==> src/rtl/regfile_dp.sv <==
// Dual-read, single-write register file for the RNBIP-2 datapath. It has an
// in-place increment mode, optional write-to-read bypass, a synchronous clear and an async reset.
module regfile_dp #(
    parameter int DW     = 8,
    parameter int AW     = 3,
    parameter bit BYPASS = 1'b1
) (
    input  logic          clk,
    input  logic          clr_n,
    input  logic          sclr,
    input  logic          we,
    input  logic [2:0]    mux_sel,
    input  logic [AW-1:0] write_seg,
    input  logic [DW-1:0] A_in,
    input  logic [DW-1:0] B_in,
    input  logic [DW-1:0] OR2,
    input  logic [DW-1:0] ALU_IN,
    input  logic [DW-1:0] SP,
    input  logic [DW-1:0] mem,
    input  logic          re,
    input  logic [AW-1:0] read_seg_a,
    input  logic [AW-1:0] read_seg_b,
    output logic [DW-1:0] dataout_A,
    output logic [DW-1:0] dataout_B,
    output logic          rd_valid
);

    localparam int NREGS = 2 ** AW;

    logic [DW-1:0] regs [NREGS];
    logic [AW-1:0] waddr;
    logic [DW-1:0] wdata;
    logic [DW-1:0] rdata_a;
    logic [DW-1:0] rdata_b;

    always_comb begin
        waddr = write_seg;
        wdata = A_in;
        case (mux_sel)
            3'b000:  wdata = A_in;
            3'b001:  wdata = B_in;
            3'b010:  wdata = OR2;
            3'b011:  wdata = ALU_IN;
            3'b100: begin
                waddr = '0;
                wdata = SP;
            end
            3'b101: begin
                waddr = '0;
                wdata = B_in;
            end
            3'b110:  wdata = mem;
            default: wdata = regs[write_seg] + DW'(1);
        endcase
    end

    // With bypass, each port sees the contents as they will be after this edge.
    always_comb begin
        rdata_a = regs[read_seg_a];
        rdata_b = regs[read_seg_b];
        if (BYPASS) begin
            if (sclr) begin
                rdata_a = '0;
                rdata_b = '0;
            end else if (we) begin
                if (read_seg_a == waddr) rdata_a = wdata;
                if (read_seg_b == waddr) rdata_b = wdata;
            end
        end
    end

    always_ff @(posedge clk or negedge clr_n) begin
        if (!clr_n) begin
            for (int i = 0; i < NREGS; i++) regs[i] <= '0;
            dataout_A <= '0;
            dataout_B <= '0;
            rd_valid  <= 1'b0;
        end else begin
            rd_valid <= re;
            if (sclr) begin
                for (int i = 0; i < NREGS; i++) regs[i] <= '0;
            end else if (we) begin
                regs[waddr] <= wdata;
            end
            if (re) begin
                dataout_A <= rdata_a;
                dataout_B <= rdata_b;
            end
        end
    end

endmodule

==> config.mk <==
export PLATFORM = sky130hd
export DESIGN_NAME = regfile_dp
export DESIGN_NICKNAME = d
export VERILOG_FILES = /design/src/rtl/regfile_dp.sv
export SDC_FILE = /design/constraint.sdc
export NUM_CORES = 1
export LEC_CHECK = 0
export ABC_AREA = 1
export BUFFER_PORTS_ARGS = -buffer_cell sky130_fd_sc_hd__buf_4
export CAP_MARGIN = 0
export CORE_UTILIZATION = 53
export DETAILED_ROUTE_END_ITERATION = 7
export PLACE_DENSITY_LB_ADDON = 0.12
export SLEW_MARGIN = 20
export SYNTH_ARGS = -nofsm -noshare
export SYNTH_HDL_FRONTEND = slang
export SYNTH_SLANG_ARGS = --single-unit
==> constraint.sdc <==
create_clock -name clk -period 1.6 [get_ports clk]
set_input_delay 0.16 -clock clk [delete_from_list [all_inputs] [get_ports clk]]
set_output_delay 0.16 -clock clk [all_outputs]
set_load 0.01 [all_outputs]
==> metrics, run 1 <==
status finished with violations; failing checks setup timing; Final nets 1156; vias in the first global route 6936; Synth Area in Simple Gates 0.274; Final Power 5.80 mW; Max Cap Violations 0; # fillers 726; Final Cycle Share 1.18; Synth Area per Inst 6.72 sq um; largest net degree at the start of global routing 48; final setup margin -0.295 ns; placed instance area 0.00768 sq mm; die area 0.0112 sq mm; Synth Flop Type dfrtp_1; Hold/Removal Path Class in2reg; core area 0.0104 sq mm; height of the chip 106 um; path depth of the worst reg2reg path 13; Site Rows 37; synth warn 0; Hold Path Depth 4; RSZ-0062 raised after global routing true; xor/xnor share of the synthesized area 0.00308; Layout area overhead 49.4%; CP required 1.89 ns; Critical Path Source regs[32]$_DFFE_PN0P_; routed wire length 23.5 mm; # DRC 0; Tightest Pin Transition 0.526 ns; Port Buffers 81; routed vias 7496; clk buf depth 2; fmax 528 MHz; power per cell area 681 mW/mm^2; GRT Residual Overflow 0; Post-Syn Instances 848; sequential share of the synthesized area 0.356; initial antenna violation count 0; Worst Path Max Fanout 5; area occupied by multi-input gates 0.00347 sq mm; Startpoint Class flip-flop; Crit. End Element flip-flop; # IOs 82; syn_nets 914; Antenna diodes 0; Initial Util 0.549; vias per std cell 6.09; count of cell types in the netlist 36; Post-Syn Area 0.00570 sq mm; number of synthesized flops with an enable pin 0; max_slew headroom 0.649; WS Path Type reg2reg; Die W 106 um; gr usage total 0.417; pre-CTS setup slack -0.297 ns; CTS sink cnt 81; Seq. cell area 0.00203 sq mm; mux share of post-synthesis cell area 0; dpl hpwl 16.3 mm; CTS tree built; Final Instance Area 0.00851 sq mm; R2R Setup Slk -0.29 ns; worst clock skew 0.0102 ns; H-tree levels 3; Pleak 4.18 nW; Worst-Skew Late Latency 0.37 ns; final setup TNS -15.24 ns; FFs w/ async S/R, synth 1.00; maximum VDD drop 0.478 mV; first-pass GRT wire length 35.9 mm; final setup fails 78; final hold vios 0; ratio of cells with drive above 1 in the final layout 0.367; average routed wire per standard cell 19.1 um; number of routed nets with antenna violations 0; DR pass1 iterations 8; clock slew at reported path FFs 0.09 ns; reg2reg end regs[44]$_DFFE_PN0P_; synthesized-area fraction occupied by adder cells 0.00220; RR Startpoint regs[32]$_DFFE_PN0P_; synthesized flop and latch total 81; Fin Hold WS 0.0567 ns; post-layout min period 1.89 ns; count of pins over their slew limit 0; initial DRC count 1055; Endpoint, Worst Hold dataout_B[1]$_DFFE_PN0P_; root buffer cell clkbuf_8; Worst Hold Launch sclr; crit path DAT 2.18 ns; GP Congestion 1.00; number of buffers created by CTS 9; largest family of logic cells by synthesized area simple AND/OR/NAND/NOR gates; Synth Area in Compound Gates 0.254
-- per-layer routing --
| layer | vias to the layer above | GRT usage | wire (um) |
|---|---|---|---|
| li1 | 3351 | - | - |
| met1 | 3444 | 0.546 | 8780 |
| met2 | 572 | 0.649 | 10600 |
| met3 | 129 | 0.0891 | 2750 |
| met4 | 0 | 0.209 | 1370 |
| met5 | - | 0 | 0 |
-- flip-flops by register name, indices dropped and copies added (netlist names) --
| name | cells |
|---|---|
| rd_valid | 1 |
| regs | 64 |
| dataout_B | 8 |
| dataout_A | 8 |
-- metrics by stage --
| stage | instances | util |
|---|---|---|
| finish | 1231 | 0.821 |
| global route | 1231 | 0.821 |
| CTS | 1221 | 0.792 |
| detailed placement | 1188 | 0.740 |
| global placement | 1188 | 0.740 |
| floorplan | 848 | - |
-- cell usage in the layout (no fill, tap or decap), types with 3 or more instances in the layout --
| cell type | Yosys | layout |
|---|---|---|
| buf_12 | 0 | 13 |
| nand3_1 | 63 | 59 |
| o21ai_2 | 0 | 9 |
| dfrtp_1 | 81 | 81 |
| a21oi_1 | 84 | 81 |
| o22ai_1 | 60 | 22 |
| o21ai_0 | 92 | 87 |
| nand2_1 | 212 | 205 |
| o211ai_1 | 3 | 3 |
| inv_1 | 94 | 82 |
| nand4_1 | 8 | 8 |
| a21oi_2 | 1 | 4 |
| nor2_4 | 2 | 4 |
| buf_6 | 6 | 5 |
| o22ai_2 | 0 | 38 |
| nor2_1 | 40 | 39 |
| clkbuf_8 | 0 | 10 |
| o21ai_1 | 9 | 5 |
| a311oi_1 | 4 | 4 |
| clkinv_1 | 4 | 4 |
| nand2_2 | 14 | 19 |
| buf_4 | 3 | 250 |
| inv_2 | 8 | 20 |
| nand3_2 | 4 | 6 |
| nand2_4 | 7 | 11 |
-- critical path, stage by stage, from the launching register on --
cell      delay [ns]
dfrtp_1         0.41
inv_2           0.06
nand2_1         0.07
o211ai_1        0.08
nand3_1         0.12
nand2_2         0.07
inv_2           0.07
ha_4            0.14
inv_2           0.04
nor2_4          0.09
a21oi_2         0.06
o21ai_2         0.22
nand2_2         0.19
o22ai_1         0.17
-- power breakdown --
| part | internal (mW) | switching (mW) | total [mW] |
|---|---|---|---|
| logic | 0.763 | 1.08 | 1.84 |
| clock network | 0.938 | 0.859 | 1.80 |
| registers | 2.12 | 0.0415 | 2.16 |
-- synth_stat cells (2+ instances only) --
cell type,count,share of area
a21oi_1,84,0.074
a311oi_1,4,0.0062
a32oi_1,2,0.0031
buf_1,3,0.0020
buf_2,9,0.0079
buf_4,3,0.0040
buf_6,6,0.012
clkbuf_1,22,0.014
clkinv_1,4,0.0026
dfrtp_1,81,0.36
inv_1,94,0.062
inv_2,8,0.0053
nand2_1,212,0.14
nand2_2,14,0.015
nand2_4,7,0.014
nand3_1,63,0.055
nand3_2,4,0.0070
nand4_1,8,0.0088
nor2_1,40,0.026
nor2_2,2,0.0022
nor2_4,2,0.0040
o2111ai_1,2,0.0031
o211ai_1,3,0.0040
o21ai_0,92,0.081
o21ai_1,9,0.0079
o22ai_1,60,0.066
-- layout make-up --
cell class                      count  area share
Multi-Input combinational cell    622       0.408
Sequential cell                    81       0.238
Timing Repair Buffer              270       0.260
Tap cell                          136      0.0200
Clock buffer                       11      0.0166
Clock inverter                      5      0.0101
Inverter                          106      0.0468
-- how the worst max path moves through the flow --
stage,end,cells past startpoint
5_1_grt,regs[42]$_DFFE_PN0P_,13
2_1_floorplan,dataout_A[4]$_DFFE_PN0P_,15
3_3_place_gp,dataout_B[3]$_DFFE_PN0P_,15
6_report,regs[44]$_DFFE_PN0P_,13
4_1_cts,dataout_B[4]$_DFFE_PN0P_,15
3_5_place_dp,dataout_B[7]$_DFFE_PN0P_,17
-- cell families after synthesis --
logic type / Yosys count
XOR/XNOR: 2
buffers and inverters: 149
AO/OA/AOI/OAI: 262
flip-flops: 81
AND/OR/NAND/NOR: 353
adder cells (fa/ha/maj): 1
-- timing repair --
item,CTS,global route
cloned,4,0
hold buffers,2,0
resized for setup,43,45
buffers inserted,12,10
setup endpoints to repair,80,80
endpoints found under the hold margin,82,0
pin swaps,21,21
Power figures use the tool's default switching activity.
==> run 2, diff against run 1 <==
CORE_ASPECT_RATIO = 1.1   (was default)
==> run 2 against run 1 <==
The flow finishes with violations (DRC, setup timing). Global-route usage up 2.9 points. Wire length up 6.1%. Total power up 5.6%. Core utilization down 0.51 points. Final area about the same. Clock-buffer cell count up 1. Critical endpoint is now regs[60]$_DFFE_PN0P_. Highest routed layer unchanged.
==> metrics, run 2 (same netlist as run 1, synthesis figures left out) <==
status finished with violations; failing checks DRC, setup timing; # IOs 82; core area 0.0104 sq mm; final setup margin -0.257 ns; RSZ-0062 raised after global routing true; dpl hpwl 17.4 mm; number of buffers created by CTS 9; Top Registers regs (64), dataout_A (8), dataout_B (8); placed insts 1194; Worst-Skew Late Latency 0.35 ns; critical path cell sequence inv_2 -> nand2_1 -> nand3_1 -> nand2_1 -> nand2_1 -> nand2_2 -> ha_4 -> inv_2 -> nor2_4 -> a21oi_2 -> o21ai_2 -> nand2_2 -> o22ai_1; Initial Util 0.545; H-tree levels 3; Top reg by flops regs; Port Buffers 81; Buf/Inv on CP 2; root buffer cell clkbuf_16; WS Path Type reg2reg; Antenna diodes 0; Crit-path slowest cell dfrtp_1; first-pass GRT wire length 37.6 mm; vias in the first global route 7249; Tightest Pin Transition 0.793 ns; commonest non-fill, non-tap cell in the layout buf_4; Layout area overhead 49.5%; gr usage total 0.446; number of routed nets with antenna violations 0; Site Rows 39; most frequent cells in the layout buf_4 (238), nand2_1 (198), o21ai_0 (82), a21oi_1 (81), dfrtp_1 (81); Max Cap Violations 0; count of pins over their slew limit 0; clock slew at reported path FFs 0.06 ns; max FFs per register 64; CTS sink cnt 81; final setup fails 67; final hold vios 0; die area 0.0112 sq mm; critical path's largest stage delay 0.37 ns; Crit. End Element flip-flop; Final Non-Filler Cells 1224; routed vias 7574; cell mode on critical path nand2_1; ratio of cells with drive above 1 in the final layout 0.368; power per cell area 719 mW/mm^2; Worst Hold Launch sclr; crit path DAT 2.12 ns; GRT Residual Overflow 0; # DRC 2; vias per std cell 6.19; DR pass1 iterations 8; routed wire length 24.9 mm; largest net degree at the start of global routing 40; Pleak 4.14 nW; maximum VDD drop 0.590 mV; Die W 101 um; Critical Path Source regs[33]$_DFFE_PN0P_; fmax 538 MHz; average routed wire per standard cell 20.3 um; Startpoint Class flip-flop; height of the chip 111 um; Hold/Removal Path Class in2reg; post-layout min period 1.86 ns; clk buf depth 2; CTS tree built; max_slew headroom 0.471; Final Cycle Share 1.16; worst clock skew 0.00831 ns; GP Congestion 0.974; RR Startpoint regs[33]$_DFFE_PN0P_; initial antenna violation count 0; Final Power 6.12 mW; CP delay by family, top simple AND/OR/NAND/NOR gates; CP required 1.86 ns; Worst Path Max Fanout 5; Final nets 1142; initial DRC count 951
run 2: cell types whose count changed in the layout (fill, tap and decap cells not counted), moves of 3 or more:
cell	previous run	this run
clkbuf_8	10	2
clkbuf_16	0	9
o22ai_4	0	4
nand2_1	205	198
inv_1	82	79
inv_2	20	23
o21ai_0	87	82
o21ai_1	5	11
nand2_2	19	26
buf_4	250	238
o22ai_2	38	34
run 2: worst paths after layout:
path | slack [ns] | end | cells past startpoint
min in group asynchronous | 0.26 | regs[49]$_DFFE_PN0P_ | 2
setup reg to reg | -0.26 | regs[60]$_DFFE_PN0P_ | 13
setup / recovery | -0.26 | regs[60]$_DFFE_PN0P_ | 13
max in group asynchronous | 0.83 | regs[47]$_DFFE_PN0P_ | 3
hold / removal | 0.10 | dataout_B[1]$_DFFE_PN0P_ | 4
hold reg to reg | 0.48 | dataout_B[0]$_DFFE_PN0P_ | 2
run 2: worst register-to-register path, delay by kind of cell (launching register included):
| family | cells | cell delay, ns |
|---|---|---|
| buffers and inverters | 2 | 0.12 |
| adder cells (fa/ha/maj) | 1 | 0.17 |
| AND/OR/NAND/NOR | 7 | 0.63 |
| flip-flops | 1 | 0.37 |
| AO/OA/AOI/OAI | 3 | 0.46 |
run 2: timing repair:
item                                    in CTS  in global routing
buffers inserted                             7                  3
gates cloned                                 4                  0
hold buffers                                 2                  0
endpoints found under the hold margin       22                  0
endpoints found under the setup margin      75                 80
pin swaps                                   17                 17
resized for setup                           60                 50
run 2: final cells by class:
class	count	area [sq um]
fillers	740	1930
well taps	143	179
flip-flops and latches	81	2030
clock inverters	4	26.3
repair buffers	256	2090
multi-input cells	622	3540
inverters	106	398
clock buffers	12	256
run 2: through the flow:
step / hold WS [ns] / TNS, ns / worst slack [ns] / utilization / cell area, sq um
final: 0.104 / -10.26 / -0.257 / 0.816 / 8520
after global routing: 0.133 / -17.43 / -0.431 / 0.816 / 8520
after CTS: 0.117 / -7.47 / -0.202 / 0.791 / 8260
after detailed placement: 0.0831 / -13.07 / -0.271 / 0.732 / 7640
after global placement: 0.0797 / -10.40 / -0.214 / 0.732 / 7640
after floorplan: -0.136 / -0.171 / -0.0359 / - / 5740
run 2: report_power, final:
| part | switching [mW] | leakage (nW) | total [mW] | internal, mW |
|---|---|---|---|---|
| registers | 0.0491 | 1.11 | 2.17 | 2.13 |
| clock network | 0.888 | 0.139 | 2.03 | 1.14 |
| logic | 1.13 | 2.89 | 1.92 | 0.790 |
run 2: per-layer routing:
metal	up-vias	wire (um)	GRT usage
met5	-	0	0
met4	0	2090	0.300
met3	175	2900	0.106
met2	640	11100	0.706
met1	3444	8800	0.532
li1	3315	-	-
==> run 3, diff against run 2 <==
BUFFER_PORTS_ARGS = default   (was -buffer_cell sky130_fd_sc_hd__buf_4)
CORE_UTILIZATION = 55   (was 53)
DONT_BUFFER_PORTS = 1   (was default)
==> run 3 against run 2 <==
The run ends with hold timing, setup timing left. Wire length shrank 6.2%. Clock skew about the same. Final cell count down 13%. Critical path type unchanged. Critical endpoint is now dataout_A[4]$_DFFE_PN0P_. Largest cell class unchanged. Largest power group unchanged.
==> metrics, run 3 (same netlist as run 1, synthesis figures left out) <==
status finished with violations; failing checks hold timing, setup timing; Hold/Removal Path Class in2async; Final nets 1005; P_int 3.31 mW; gr usage total 0.430; crit path DAT 2.27 ns; Crit. End Element flip-flop; clk buf depth 2; # IOs 82; power per cell area 691 mW/mm^2; H-tree levels 3; WS Path Type reg2reg; most frequent cells in the layout nand2_1 (194), buf_4 (106), inv_1 (87), o21ai_0 (82), dfrtp_1 (81); dpl hpwl 15.3 mm; clock slew at reported path FFs 0.09 ns; critical path cell sequence inv_2 -> nand2_2 -> o211ai_1 -> nand3_1 -> nand2_2 -> inv_2 -> ha_4 -> nand2_4 -> nor2_4 -> buf_6 -> o21ai_4 -> nand2_4 -> nand2_2 -> nand2_1 -> nand2_1; Site Rows 38; die area 0.0108 sq mm; vias per std cell 6.44; Seq pwr share 0.436; core area 0.00998 sq mm; Logic pwr share 0.268; Max Cap Violations 0; post-layout min period 1.96 ns; placed instance area 0.00644 sq mm; first-pass GRT wire length 34.1 mm; routed wire length 23.4 mm; max_slew headroom 0.588; number of buffers created by CTS 9; Antenna diodes 0; average routed wire per standard cell 22.0 um; height of the chip 109 um; Final Non-Filler Cells 1063; initial antenna violation count 0; Die W 99.0 um; GP Congestion 1.01; final setup fails 76; max FFs per register 64; Crit-path slowest cell dfrtp_1; net switching power 1.72 mW; # fillers 824; Fin Hold WS -0.521 ns; routed vias 6843; count of pins over their slew limit 0; placed insts 1030; number of routed nets with antenna violations 0; vias in the first global route 6536; Initial Util 0.570; Top Registers regs (64), dataout_A (8), dataout_B (8); CTS sink cnt 81; root buffer cell clkbuf_8; Final Cycle Share 1.22; DR pass1 iterations 5; Pleak 3.41 nW; commonest non-fill, non-tap cell in the layout nand2_1; maximum VDD drop 0.453 mV; final setup margin -0.359 ns; Final Instance Area 0.00727 sq mm; CP required 1.91 ns; Net Sw Frac 0.342; Clk pwr share 0.296; GRT Residual Overflow 0; CTS tree built; worst clock skew 0.00809 ns; Top reg by flops regs; Tightest Pin Transition 0.618 ns; critical path's largest stage delay 0.40 ns; fmax 511 MHz; pre-CTS setup slack -0.240 ns; final hold vios 81; # DRC 0; initial DRC count 702; Worst-Skew Late Latency 0.37 ns; Layout area overhead 27.7%; RSZ-0062 raised after global routing true; CTS Hold Bufs 3; Port Buffers 0; cell mode on critical path nand2_2; Worst Path Max Fanout 5; largest net degree at the start of global routing 82; Startpoint Class flip-flop; ratio of cells with drive above 1 in the final layout 0.275
==> run 3: changes by cell type in the layout (fill, tap and decap cells not counted), moves of 3 or more <==
cell / previous run / this run
nand2_1: 198 / 194
o22ai_4: 4 / 1
clkbuf_8: 2 / 12
buf_6: 4 / 8
inv_2: 23 / 13
o22ai_1: 22 / 18
buf_4: 238 / 106
buf_12: 11 / 1
o22ai_2: 34 / 41
inv_1: 79 / 87
nand2_4: 9 / 16
clkbuf_16: 9 / 0
==> run 3: critical path, delay by kind of cell, from the launching register on <==
family / cells / cell delay [ns]
fa+ha+maj: 1 / 0.17
flops: 1 / 0.40
simple gates: 9 / 0.77
compound gates: 2 / 0.31
buf+inv: 3 / 0.24
==> run 3: final timing paths <==
kind	start	endpoint	slack (ns)	depth (start not counted)
max	regs[0]$_DFFE_PN0P_	dataout_A[4]$_DFFE_PN0P_	-0.36	15
min	clr_n	dataout_B[3]$_DFFE_PN0P_	-0.52	0
max reg2reg	regs[0]$_DFFE_PN0P_	dataout_A[4]$_DFFE_PN0P_	-0.36	15
min reg2reg	dataout_A[6]$_DFFE_PN0P_	dataout_A[6]$_DFFE_PN0P_	0.55	2
max in group asynchronous	clr_n	regs[46]$_DFFE_PN0P_	1.98	0
min in group clk	we	regs[56]$_DFFE_PN0P_	0.01	2
==> run 3: layout make-up <==
class / count / area (sq um) / area share
multi-input combinational: 623 / 3570 / 0.492
clock inverter: 2 / 12.5 / 0.00172
sequential: 81 / 2030 / 0.279
tap: 120 / 150 / 0.0206
inverter: 106 / 403 / 0.0554
timing repair buffer: 118 / 936 / 0.129
clock buffer: 13 / 169 / 0.0232
==> run 3: timing repair <==
| item | in CTS | in global routing |
|---|---|---|
| gates cloned | 3 | 2 |
| pin swaps | 18 | 20 |
| resized for setup | 45 | 70 |
| endpoints found under the setup margin | 71 | 80 |
| buffers inserted | 9 | 1 |
| endpoints found under the hold margin | 84 | 81 |
==> run 3: stage by stage <==
step            util  hold slack [ns]  setup TNS [ns]  power (mW)
6_report       0.728           -0.521          -16.95        5.02
5_1_grt        0.728           -0.531          -22.67        5.19
4_1_cts        0.697           -0.530           -8.34        4.85
3_5_place_dp   0.645           -0.134           -9.05        3.30
3_3_place_gp   0.645           -0.134           -4.60        3.28
2_1_floorplan      -           -0.136          -0.171        2.98
==> run 3: routing by layer <==
layer	part of all wire	global-route usage	up-vias	wire length, um
li1	-	-	3029	-
met1	0.35	0.497	3156	8110
met2	0.45	0.703	519	10500
met3	0.13	0.0981	139	2970
met4	0.075	0.318	0	1760
met5	0	0	-	0
==> run 3: power groups by stage <==
stage          combinational (mW)  sequential, mW  clock (mW)
2_1_floorplan               0.755            2.22           0
3_3_place_gp                 1.05            2.23           0
3_5_place_dp                 1.07            2.23           0
4_1_cts                      1.18            2.19        1.48
5_1_grt                      1.43            2.20        1.56
6_report                     1.35            2.19        1.49
